**src/rtl/cheri_tsmap_arbiter.sv**
```systemverilog
// cheri_tsmap_arbiter: shares the revocation-bitmap SRAM between trvk reads, sweep clears and bus accesses
module cheri_tsmap_arbiter #(
  parameter int unsigned TSMapSize    = 1024,
  parameter bit          ClearOnReset = 1'b1
) (
  input  logic        clk_i,
  input  logic        rst_ni,
  input  logic        trvk_cs_i,
  input  logic [15:0] trvk_addr_i,
  output logic [31:0] trvk_rdata_o,
  input  logic        bus_req_i,
  input  logic        bus_we_i,
  input  logic [15:0] bus_addr_i,
  input  logic [3:0]  bus_be_i,
  input  logic [31:0] bus_wdata_i,
  output logic        bus_gnt_o,
  output logic        bus_rvalid_o,
  output logic [31:0] bus_rdata_o,
  output logic        bus_err_o,
  input  logic        clr_start_i,
  output logic        clr_busy_o,
  output logic        clr_done_o,
  output logic        mem_cs_o,
  output logic        mem_we_o,
  output logic [15:0] mem_addr_o,
  output logic [3:0]  mem_be_o,
  output logic [31:0] mem_wdata_o,
  input  logic [31:0] mem_rdata_i
);
  localparam int unsigned PW = $clog2(TSMapSize) + 1;
  typedef enum logic {IDLE, CLEAR} state_e;
  state_e state_q, state_d;
  logic [PW-1:0] clr_ptr_q, clr_ptr_d;
  logic init_q, init_d;
  logic done_q, done_d;
  logic trvk_pend_q, trvk_pend_d;
  logic trvk_mask_q, trvk_mask_d;
  logic [31:0] trvk_hold_q, trvk_hold_d;
  logic bus_pend_q, bus_pend_d;
  logic bus_err_q, bus_err_d;
  logic bus_rd_q, bus_rd_d;
  logic busy, sweep_we, bus_ok, bus_acc, last, start;
  always_comb begin
    busy = state_q == CLEAR;
    sweep_we = busy & ~trvk_cs_i;
    bus_gnt_o = bus_req_i & ~trvk_cs_i & ~busy;
    bus_ok = 32'(bus_addr_i) < TSMapSize;
    bus_acc = bus_gnt_o & bus_ok;
    last = 32'(clr_ptr_q) == TSMapSize - 1;
    start = clr_start_i | (init_q & ClearOnReset);
    init_d = 1'b0;
    state_d = busy ? ((sweep_we & last) ? IDLE : CLEAR) : (start ? CLEAR : IDLE);
    clr_ptr_d = busy ? (sweep_we ? clr_ptr_q + PW'(1) : clr_ptr_q) : (start ? '0 : clr_ptr_q);
    done_d = sweep_we & last;
    mem_cs_o = trvk_cs_i | sweep_we | bus_acc;
    mem_we_o = ~trvk_cs_i & (sweep_we | (bus_acc & bus_we_i));
    mem_addr_o = trvk_cs_i ? trvk_addr_i : sweep_we ? 16'(clr_ptr_q) : bus_acc ? bus_addr_i : '0;
    mem_be_o = (trvk_cs_i | sweep_we) ? 4'hF : bus_acc ? bus_be_i : '0;
    mem_wdata_o = (bus_acc & bus_we_i) ? bus_wdata_i : '0;
    trvk_pend_d = trvk_cs_i;
    trvk_mask_d = trvk_cs_i & busy & (32'(trvk_addr_i) >= 32'(clr_ptr_q));
    trvk_rdata_o = trvk_pend_q ? (trvk_mask_q ? '0 : mem_rdata_i) : trvk_hold_q;
    trvk_hold_d = trvk_rdata_o;
    bus_pend_d = bus_gnt_o;
    bus_err_d = bus_gnt_o & ~bus_ok;
    bus_rd_d = bus_acc & ~bus_we_i;
    bus_rvalid_o = bus_pend_q;
    bus_err_o = bus_err_q;
    bus_rdata_o = bus_rd_q ? mem_rdata_i : '0;
    clr_busy_o = busy;
    clr_done_o = done_q;
  end
  always_ff @(posedge clk_i or negedge rst_ni) begin
    if (!rst_ni) begin
      state_q <= IDLE;
      clr_ptr_q <= '0;
      init_q <= 1'b1;
      done_q <= 1'b0;
      trvk_pend_q <= 1'b0;
      trvk_mask_q <= 1'b0;
      trvk_hold_q <= '0;
      bus_pend_q <= 1'b0;
      bus_err_q <= 1'b0;
      bus_rd_q <= 1'b0;
    end else begin
      state_q <= state_d;
      clr_ptr_q <= clr_ptr_d;
      init_q <= init_d;
      done_q <= done_d;
      trvk_pend_q <= trvk_pend_d;
      trvk_mask_q <= trvk_mask_d;
      trvk_hold_q <= trvk_hold_d;
      bus_pend_q <= bus_pend_d;
      bus_err_q <= bus_err_d;
      bus_rd_q <= bus_rd_d;
    end
  end
endmodule

```
**config.mk**
```make
export PLATFORM = sky130hd
export DESIGN_NAME = cheri_tsmap_arbiter
export DESIGN_NICKNAME = d
export VERILOG_FILES = /design/src/rtl/cheri_tsmap_arbiter.sv
export SDC_FILE = /design/constraint.sdc
export NUM_CORES = 1
export LEC_CHECK = 0
export ABC_AREA = 1
export BUFFER_PORTS_ARGS = -buffer_cell sky130_fd_sc_hd__clkbuf_2
export CORE_MARGIN = 1.5
export CORE_UTILIZATION = 42
export DETAILED_ROUTE_END_ITERATION = 16
export MAX_ROUTING_LAYER = met4
export PLACE_DENSITY = 0.84
export SLEW_MARGIN = 20
export SYNTH_ARGS = -nofsm -noshare
export SYNTH_HDL_FRONTEND = slang
export SYNTH_SLANG_ARGS = --single-unit
export TNS_END_PERCENT = 20
```
**constraint.sdc**
```tcl
create_clock -name clk_i -period 1.7 [get_ports clk_i]
set_input_delay 0.085 -clock clk_i [delete_from_list [all_inputs] [get_ports clk_i]]
set_output_delay 0.085 -clock clk_i [all_outputs]
set_load 0.02 [all_outputs]
```
==> flow_metrics.env <==
export IMPL_place_area_um2=4554
export IMPL_grt_use_total=0.2439
export IMPL_first_global_vias=3548
export IMPL_grt_pass1_wl_mm=16.17
export IMPL_final_common_cell="clkbuf_2"
export IMPL_maxSlewHeadroom=0.5808
export IMPL_ys_seq_area_frac=0.3885
export IMPL_mostFrequentLayoutCells="clkbuf_2, inv_1, nand2_1, dfrtp_1, nand3_1"
export IMPL_area_growth_pct=52.78
export IMPL_synth_distinct_cells=28
export IMPL_fp_dieW_um=91.48
export IMPL_worst_pin_slew_ns=0.6288
export IMPL_max_freq_mhz=560.3
export IMPL_maxCapViolCount=0
export IMPL_arrival_ns=1.70
export IMPL_die_h_um=91.48
export IMPL_critPathLaunchType="flop"
export IMPL_cts_clk_slew_worst_paths_ns=0.09
export IMPL_yosysWarnings=0
export IMPL_cp_max_fo=16
export IMPL_ctsHtreeMaxLevel=2
export IMPL_dieArea_um2=8369
export IMPL_initial_utilization=0.4300
export IMPL_avgSynthCellArea_um2=6.724
export IMPL_syn_cell_area_um2=3288
export IMPL_core_um2=7647
export IMPL_cts_sinks=51
export IMPL_cellPowerDensity_nw_per_um2=657.3
export IMPL_cts_root_buf="clkbuf_8"
export IMPL_wirelength_mm=10.09
export IMPL_ant_nets=0
export IMPL_drcViolationCount=0
export IMPL_min_from="mem_rdata_i[15]"
export IMPL_pin_count=229
export IMPL_antenna_found_initial=0
export IMPL_cts_max_path_buffers=2
export IMPL_status="finished, violations left"
export IMPL_final_setup_viol_count=30
export IMPL_dr_pass1_iters=4
export IMPL_drt_iter0_markers=142
export IMPL_crit_path_end_kind="output pin"
export IMPL_stdcell_area_um2=5024
export IMPL_cp_startpoint="clr_busy_o"
export IMPL_cts_buffers=5
export IMPL_power_leakage_nw=3.136
export IMPL_synth_seq_cells=51
export IMPL_slew_violations=0
export IMPL_drive_above_1_share=0.3953
export IMPL_wl_per_cell_um=12.26
export IMPL_worstSetupPathType="reg -> out"
export IMPL_fin_crit_ns=1.785
export IMPL_vias=3857
export IMPL_synthCells=489
export IMPL_period_share=1.050
export IMPL_n_antenna_cell=0
export IMPL_place_hpwl_mm=7.658
export IMPL_nNetsFinal=838
export IMPL_skew_ns=0.003252
export IMPL_port_buffer_count=228
export IMPL_r2r_start="clr_busy_o"
export IMPL_grt_overflow_total=0
export IMPL_rows=32
export IMPL_utilization=0.6569
export IMPL_fin_ws_ns=-0.08476
export IMPL_grt_max_degree=65
export IMPL_hp_class="in -> reg"
export IMPL_rrSetupSlack_ns=0.20
export IMPL_place_gp_congestion=0.8559
export IMPL_synthesis_nets=607
export IMPL_cts_tree="built"
export IMPL_power_mw=3.302
export IMPL_ir_drop_mv=0.4071
export IMPL_final_hold_viol_count=0
export IMPL_cp_required_ns=1.62
export IMPL_avgViaCountPerCell=4.687
export IMPL_clock_latency_ns=0.29
export IMPL_rsz0062_at_grt="true"
export IMPL_violations="negative setup slack"
[cell families after synthesis]
family	after synthesis	synth area share
AND/OR/NAND/NOR	215	0.2858
buffers and inverters	152	0.1842
AO/OA/AOI/OAI	58	0.09475
flip-flops	51	0.3885
adder cells (fa/ha/maj)	12	0.04566
other	1	0.001140
[worst max-delay path, stage by stage (launching register included)]
cell and delay, ns:
dfrtp_1 0.41, nor2_4 0.10, inv_2 0.05, nor3_4 0.19, buf_6 0.18, nand2_8 0.12, nor2_2 0.17, clkbuf_8 0.17
[synth_stat cells (all sizes together)]
library cell	number	area [um^2]
nand3b	2	15.01
o21ai	42	210.2
buf	7	61.30
inv	132	495.5
dfstp	1	26.28
a21o	1	7.510
o22ai	2	12.51
or2	1	6.260
nand3	43	215.2
dfrtp	50	1251
a21oi	7	35.03
nor3	2	21.27
nand2	110	420.4
conb	1	3.750
clkbuf	13	48.80
ha	12	150.1
o32ai	1	8.760
nand4	2	12.51
nor2	55	249.0
o211ai	5	37.54
[report_power, final]
group,switching (mW),internal [mW]
Combinational,0.663,0.410
Clock,0.371,0.440
Sequential,0.0737,1.34
Total,1.11,2.19
[worst paths after layout]
kind | endpoint | depth (start not counted)
worst max-delay path | mem_wdata_o[10] | 7
worst min-delay path | trvk_hold_q[15] | 3
worst max register to register | clr_ptr_q[8] | 8
worst min register to register | clr_ptr_q[7] | 2
max in group asynchronous | trvk_hold_q[10] | 3
min in group asynchronous | bus_rvalid_o | 2
[registers in the layout, indices dropped and copies added (netlist names)]
| signal | count |
|---|---|
| bus_rd_q | 1 |
| init_q | 1 |
| clr_done_o | 1 |
| trvk_mask_q | 1 |
| bus_rvalid_o | 1 |
| bus_err_o | 1 |
| trvk_hold_q | 32 |
| clr_busy_o | 1 |
| clr_ptr_q | 11 |
| trvk_pend_q | 1 |
[cell type report]
class / instances / area, um^2
fill: 658 / 2624
timing repair buffer: 243 / 1520
multi-input combinational: 287 / 1494
sequential: 51 / 1277
inverter: 132 / 498.0
tap: 102 / 127.6
clock buffer: 7 / 76.32
clock inverter: 1 / 30.03
[routing by layer]
metal | global-route usage | part of all wire | vias up | wire length, um
met5 | - | 0 | - | 0
met4 | 0.09115 | 0.031 | 0 | 308
met3 | 0.03853 | 0.065 | 29 | 661
met2 | 0.4248 | 0.50 | 171 | 5084
met1 | 0.2821 | 0.40 | 1733 | 4039
li1 | - | - | 1924 | -
[per-stage QoR]
step	instances	TNS, ns	worst slack (ns)	hold WS, ns
floorplan	489	0	0.06915	-0.2106
global placement	810	0	0.2121	0.1136
detailed placement	810	0	0.1066	0.1299
CTS	823	-2.286	-0.07386	0.07225
global route	823	-5.103	-0.1527	0.07972
finish	823	-0.9164	-0.08476	0.07897
[repair_timing]
action                                  4_1_cts  5_1_grt
pin swaps                                     4        4
hold buffers                                  1        0
buffers inserted                              3        0
resized for setup                            69       29
endpoints found under the setup margin       48       63
hold endpoints to repair                     20        0
cloned                                        1        0
Power figures use the tool's default switching activity.
